--- config.mk ---
export PLATFORM = sky130hd
export DESIGN_NAME = ipsl_pcie_dma_sdpram_fifo
export DESIGN_NICKNAME = d
export VERILOG_FILES = /design/src/rtl/ipsl_pcie_dma_pkg.sv /design/src/rtl/ipsl_pcie_dma_fifo_ptr.sv /design/src/rtl/ipsl_pcie_dma_sdpram_fifo.sv
export SDC_FILE = /design/constraint.sdc
export NUM_CORES = 1
export LEC_CHECK = 0
export CORE_ASPECT_RATIO = 1.5
export CORE_MARGIN = 5
export CORE_UTILIZATION = 37
export DETAILED_ROUTE_END_ITERATION = 8
export PLACE_DENSITY = 0.81
export SLEW_MARGIN = 20
export SYNTH_ARGS = -nofsm -noshare
export SYNTH_HDL_FRONTEND = slang
export SYNTH_SLANG_ARGS = --single-unit
--- constraint.sdc ---
create_clock -name clk -period 4.66 [get_ports clk]
set_clock_uncertainty 0.1 [all_clocks]
set_input_delay 0.699 -clock clk [delete_from_list [all_inputs] [get_ports clk]]
set_output_delay 0.699 -clock clk [all_outputs]
set_load 0.005 [all_outputs]
--- src/rtl/ipsl_pcie_dma_pkg.sv ---
// Shared definitions for the PCIe DMA datapath blocks: FIFO address-width
// limits and a constant-foldable ceil(log2) used to size counters.
package ipsl_pcie_dma_pkg;

    localparam int FIFO_AW_MIN = 4;
    localparam int FIFO_AW_MAX = 10;

    // Number of bits needed to index 'value' distinct items (ceil(log2(value))).
    function automatic int clog2(input int value);
        int v;
        int r;
        v = value - 1;
        r = 0;
        while (v > 0) begin
            r = r + 1;
            v = v >> 1;
        end
        return r;
    endfunction

endpackage

--- src/rtl/ipsl_pcie_dma_fifo_ptr.sv ---
// Pointer bookkeeping for the SDP-RAM FIFO: write/read pointers with one
// extra wrap bit, RAM empty detection, and the registered s_ready, count and
// almost flags, all derived from the next-state pointers.
module ipsl_pcie_dma_fifo_ptr
    import ipsl_pcie_dma_pkg::*;
#(
    parameter  int ADDR_WIDTH = 6,
    parameter  int AFULL_TH   = (2 ** ADDR_WIDTH) - 4,
    parameter  int AEMPTY_TH  = 2,
    localparam int CNT_W      = clog2((2 ** ADDR_WIDTH) + 2)
) (
    input  logic                  clk,
    input  logic                  rst_n,
    input  logic                  flush_i,
    input  logic                  push_i,
    input  logic                  load_i,
    input  logic                  m_valid_d_i,
    output logic [ADDR_WIDTH-1:0] wr_addr_o,
    output logic [ADDR_WIDTH-1:0] rd_addr_o,
    output logic                  ram_empty_o,
    output logic                  s_ready_o,
    output logic [CNT_W-1:0]      count_o,
    output logic                  almost_full_o,
    output logic                  almost_empty_o
);

    localparam logic [ADDR_WIDTH:0] PTR_ONE  = (ADDR_WIDTH + 1)'(1);
    localparam logic [CNT_W-1:0]    AFULL_C  = CNT_W'(AFULL_TH);
    localparam logic [CNT_W-1:0]    AEMPTY_C = CNT_W'(AEMPTY_TH);

    logic [ADDR_WIDTH:0] wr_ptr_q, wr_ptr_d;
    logic [ADDR_WIDTH:0] rd_ptr_q, rd_ptr_d;
    logic [ADDR_WIDTH:0] ram_cnt_d;
    logic [CNT_W-1:0]    count_q, count_d;
    logic                s_ready_q, s_ready_d;
    logic                afull_q, afull_d;
    logic                aempty_q, aempty_d;

    // RAM is full when the wrap bits differ and the address bits match.
    function automatic logic ptr_full(input logic [ADDR_WIDTH:0] wp,
                                      input logic [ADDR_WIDTH:0] rp);
        return (wp[ADDR_WIDTH] != rp[ADDR_WIDTH]) &&
               (wp[ADDR_WIDTH-1:0] == rp[ADDR_WIDTH-1:0]);
    endfunction

    // Next-state pointers (flush wins) and the flags derived from them.
    always_comb begin
        wr_ptr_d = wr_ptr_q;
        rd_ptr_d = rd_ptr_q;
        if (flush_i) begin
            wr_ptr_d = '0;
            rd_ptr_d = '0;
        end else begin
            if (push_i) wr_ptr_d = wr_ptr_q + PTR_ONE;
            if (load_i) rd_ptr_d = rd_ptr_q + PTR_ONE;
        end
        ram_cnt_d = wr_ptr_d - rd_ptr_d;
        count_d   = CNT_W'(ram_cnt_d) + CNT_W'(m_valid_d_i);
        s_ready_d = !ptr_full(wr_ptr_d, rd_ptr_d);
        afull_d   = (count_d >= AFULL_C);
        aempty_d  = (count_d <= AEMPTY_C);
    end

    // Pointer and status registers; s_ready stays low while in reset.
    always_ff @(posedge clk or negedge rst_n) begin
        if (!rst_n) begin
            wr_ptr_q  <= '0;
            rd_ptr_q  <= '0;
            count_q   <= '0;
            s_ready_q <= 1'b0;
            afull_q   <= 1'b0;
            aempty_q  <= 1'b1;
        end else begin
            wr_ptr_q  <= wr_ptr_d;
            rd_ptr_q  <= rd_ptr_d;
            count_q   <= count_d;
            s_ready_q <= s_ready_d;
            afull_q   <= afull_d;
            aempty_q  <= aempty_d;
        end
    end

    assign wr_addr_o      = wr_ptr_q[ADDR_WIDTH-1:0];
    assign rd_addr_o      = rd_ptr_q[ADDR_WIDTH-1:0];
    assign ram_empty_o    = (wr_ptr_q == rd_ptr_q);
    assign s_ready_o      = s_ready_q;
    assign count_o        = count_q;
    assign almost_full_o  = afull_q;
    assign almost_empty_o = aempty_q;

endmodule

--- src/rtl/ipsl_pcie_dma_sdpram_fifo.sv ---
// First-word-fall-through FIFO controller around an external distributed
// simple-dual-port RAM. The RAM read port is combinational; this block
// captures it into an output register so the consumer sees registered data.
module ipsl_pcie_dma_sdpram_fifo
    import ipsl_pcie_dma_pkg::*;
#(
    parameter int ADDR_WIDTH = 6,
    parameter int DATA_WIDTH = 64,
    parameter int AFULL_TH   = (2 ** ADDR_WIDTH) - 4,
    parameter int AEMPTY_TH  = 2
) (
    input  logic                  clk,
    input  logic                  rst_n,
    input  logic                  flush,
    input  logic                  s_valid,
    output logic                  s_ready,
    input  logic [DATA_WIDTH-1:0] s_data,
    output logic                  m_valid,
    input  logic                  m_ready,
    output logic [DATA_WIDTH-1:0] m_data,
    output logic [ADDR_WIDTH:0]   count,
    output logic                  almost_full,
    output logic                  almost_empty,
    output logic                  ram_wr_en,
    output logic [ADDR_WIDTH-1:0] ram_wr_addr,
    output logic [DATA_WIDTH-1:0] ram_wr_data,
    output logic [ADDR_WIDTH-1:0] ram_rd_addr,
    input  logic [DATA_WIDTH-1:0] ram_rd_data
);

    if ((ADDR_WIDTH < FIFO_AW_MIN) || (ADDR_WIDTH > FIFO_AW_MAX)) begin : g_bad_aw
        $error("ipsl_pcie_dma_sdpram_fifo: ADDR_WIDTH out of range");
    end

    logic                  push;
    logic                  pop;
    logic                  load;
    logic                  ram_empty;
    logic                  m_valid_q, m_valid_d;
    logic [DATA_WIDTH-1:0] m_data_q, m_data_d;

    // A push is blocked during flush so nothing reaches the RAM that cycle.
    assign push = s_valid & s_ready & ~flush;
    assign pop  = m_valid_q & m_ready;
    // Refill the output register whenever it is free or being drained.
    assign load = (~m_valid_q | pop) & ~ram_empty & ~flush;

    ipsl_pcie_dma_fifo_ptr #(
        .ADDR_WIDTH (ADDR_WIDTH),
        .AFULL_TH   (AFULL_TH),
        .AEMPTY_TH  (AEMPTY_TH)
    ) u_ptr (
        .clk            (clk),
        .rst_n          (rst_n),
        .flush_i        (flush),
        .push_i         (push),
        .load_i         (load),
        .m_valid_d_i    (m_valid_d),
        .wr_addr_o      (ram_wr_addr),
        .rd_addr_o      (ram_rd_addr),
        .ram_empty_o    (ram_empty),
        .s_ready_o      (s_ready),
        .count_o        (count),
        .almost_full_o  (almost_full),
        .almost_empty_o (almost_empty)
    );

    // Output-register next state; data only changes on a load.
    always_comb begin
        m_valid_d = m_valid_q;
        m_data_d  = m_data_q;
        if (flush) begin
            m_valid_d = 1'b0;
        end else if (load) begin
            m_valid_d = 1'b1;
            m_data_d  = ram_rd_data;
        end else if (pop) begin
            m_valid_d = 1'b0;
        end
    end

    // Output register stage.
    always_ff @(posedge clk or negedge rst_n) begin
        if (!rst_n) begin
            m_valid_q <= 1'b0;
            m_data_q  <= '0;
        end else begin
            m_valid_q <= m_valid_d;
            m_data_q  <= m_data_d;
        end
    end

    assign m_valid     = m_valid_q;
    assign m_data      = m_data_q;
    assign ram_wr_en   = push;
    assign ram_wr_data = s_data;

endmodule

==> reports/results.ini, run 1 <==
[drt]
viasPerCell=4.77
wl_per_cell_um=17.6
drc=0
drt_iter0_markers=81
drt_wl_total_mm=10.8
firstDrtPassIters=4
drtAntennaViolNets=0
vias=2931

[worst_setup_path]
path_class=input pin to flip-flop
r2r_end=u_ptr.almost_full_o
r2r-start=u_ptr.rd_ptr_q[4]
worstSetupEndpointType=flip-flop
cp_top_family=simple AND/OR/NAND/NOR gates
cp_max_fo=7
cp.required_ps=4820
max_stage_delay_ps=460
cp_slowest_cell=clkdlybuf4s50_1
worstPathCellList=clkdlybuf4s50_1 > nand2b_1 > o21ai_2 > or2_2 > xor2_1 > or2_2 > ha_1 > ha_1 > nor2b_1 > a221o_1 > a211o_1 > nor4b_2 > nand2_1 > mux2i_1
critPathLaunchType=input pin
worstPathArrival_ps=4240
rrSetupSlack_ps=600
r2r.worst_path.cells=15
critPathBufInv=1

[hold_path]
hp-class=input pin to asynchronous set/reset pin

[cts]
clk_latency_ps=330
root_buffer=clkbuf_16
cts.repair.resized=0
clock_path_buffers=2
cts_tree=done
cts_setup_buffers=0
clkTransAtPathRegs_ps=70
clock-sinks=89
htreeDepth=3
cts_made_buffers=9
postCtsHoldBufs=0

[pwr]
intPower_mw=2.58
p_clk_share_pct=21.1
switchingPower_mw=1.05
finalPower_mw=3.63
irDropWorstVdd_mv=0.288
power_density_nw_per_um2=603
power.leakage_nw=2.51
pwr-share-seq_pct=35.1
combPwrFrac_pct=43.7
swShare_pct=29.0

[final_layout]
register_area_um2=2230
final_core_util_pct=50.1
multi_input_area_um2=1660
layout-drive-gt1-share_pct=22.1
n_fill_cell=1085
final_nets=605
syn2layout_area_growth_pct=32.9
antenna_cells=0

[global_route]
grt_overflow=0
antenna_found_initial=0
grt_usage_pct=14.6
grt_first_pass_wirelength_mm=16.6
grt_max_degree=57
grt_pass1_vias=3245

[die]
num_rows=49
die_area_um2=14600
design.core.area_um2=12000
ioPinCount=285
die_x_um=100
start_util_pct=37.7
die_y_um=146

[synthesis]
synthCells=369
ys_seq_area_share_pct=49.2
synth_top_cell_by_area=dfrtp_1
ys_warn_count=0
dominantRegCellSynth=dfrtp_1
synth_cell_types=40
synth_edf_count=0
syn-num-nets=517
synth-seq-cells=89
yosys.area.top_type_share_pct=48.6
synth-async-reset-ratio_pct=100
syn_avg_cell_area_um2=12.3
synth.area.top_cells=dfrtp_1 49%, mux2_2 16%, buf_4 14%
netlist_area_um2=4530

[timing]
rsz0062_at_grt=no
tightest_slew_ps=706
min_period_over_period_pct=87.6
fin_crit_ps=4080
setup_slack_ps=576
fmax_mhz=245
slew_viol_final=0
relSlewSlack_pct=53.0
setup_viol=0
hold_viol=0
timing.setup.tns_ps=0

[placement]
gp_congestion=0.795
io_buffers=156
dp_hpwl_mm=8.38
post-place-ws_ps=247

[job]
cap_violations=0

[outcome]
status=finished clean

-- final cells by class --
| cell class | instances | area share, % |
|---|---|---|
| clock inverter | 7 | 1.62 |
| timing repair buffer | 161 | 26.5 |
| inverter | 8 | 0.498 |
| multi-input combinational | 188 | 27.5 |
| tap | 153 | 3.18 |
| sequential | 89 | 37.0 |
| clock buffer | 9 | 3.74 |
-- cell usage after synthesis (3+ instances only) --
library cell and count:
xor2_1 7, nand3_1 3, mux2i_1 3, nor2_1 24, or2_2 7, a21oi_1 6, xnor2_1 15, buf_4 82
nor2b_1 3, mux2_2 65, ha_1 14, nand4_1 3, nand2_1 11, dfrtp_1 88, inv_1 8
-- cell usage in the layout (no fill, tap or decap), drive strengths merged, types with 7 or more instances in the layout --
cell type and n:
or2 7, xor2 7, mux2 65, nand2 11, clkbuf 9, dfrtp 88, clkdlybuf4s50 155, inv 12
ha 14, xnor2 15, nor2 25
-- worst max-delay path by stage --
stage	slack (ps)	end	cells after the start	from
after floorplan	910	u_ptr.almost_empty_o	13	m_ready
after global placement	340	u_ptr.almost_empty_o	14	m_ready
after detailed placement	250	u_ptr.almost_empty_o	14	m_ready
after CTS	560	u_ptr.almost_empty_o	14	m_ready
after global routing	400	u_ptr.almost_empty_o	14	m_ready
final	580	u_ptr.almost_empty_o	14	m_ready
-- layer usage --
| layer | share of wire [%] | vias up | GRT usage (%) |
|---|---|---|---|
| li1 | - | 1342 | - |
| met1 | 35 | 1411 | 14.5 |
| met2 | 52 | 133 | 26.0 |
| met3 | 8.9 | 45 | 4.99 |
| met4 | 4.3 | 0 | 8.23 |
| met5 | 0 | - | 0 |
-- worst register-to-register path: cells and delay by family, from the launching register on --
family / cells / cell delay [ps]
AO/OA/AOI/OAI: 4 / 770
XOR/XNOR: 2 / 360
adder cells (fa/ha/maj): 2 / 660
buffers and inverters: 1 / 220
flip-flops: 1 / 450
multiplexers: 1 / 70
AND/OR/NAND/NOR: 5 / 1300
-- cell families (layout without fill, tap and decap cells) --
kind of cell,count (synthesis),in the layout,synth area share [%]
buffers and inverters,92,185,14.4
flip-flops,89,89,49.2
multiplexers,68,68,16.8
AND/OR/NAND/NOR,64,64,7.37
XOR/XNOR,23,23,4.75
AO/OA/AOI/OAI,18,18,3.18
adder cells (fa/ha/maj),15,15,4.31
-- per-stage QoR --
stage	hold slack (ps)	instances	instance area [um2]
after global placement	389	599	5700
after floorplan	303	369	4530
after CTS	342	615	6020
after global routing	379	615	6020
after detailed placement	394	599	5700
final	320	615	6020
-- state kept, by name (all words and copies together), names as in the netlist --
signal / flops
m_data: 64
m_valid: 1
u_ptr.almost_empty_o: 1
u_ptr.almost_full_o: 1
u_ptr.count_o: 7
u_ptr.rd_ptr_q: 7
u_ptr.s_ready_o: 1
u_ptr.wr_ptr_q: 7
-- power by group through the flow --
stage / sequential [mW] / combinational [mW] / clock (mW)
2_1_floorplan: 1.31 / 0.734 / 0
5_1_grt: 1.32 / 1.72 / 0.821
3_3_place_gp: 1.28 / 1.58 / 0
6_report: 1.28 / 1.59 / 0.768
3_5_place_dp: 1.30 / 1.62 / 0
4_1_cts: 1.28 / 1.63 / 0.788
No activity file was read; power rests on OpenSTA's default activity.
==> run 2, diff against run 1 <==
HOLD_SLACK_MARGIN = 0.12   (was unset)
==> results of run 2 <==
The final DEF is identical to that of run 1; final timing and power are the same.
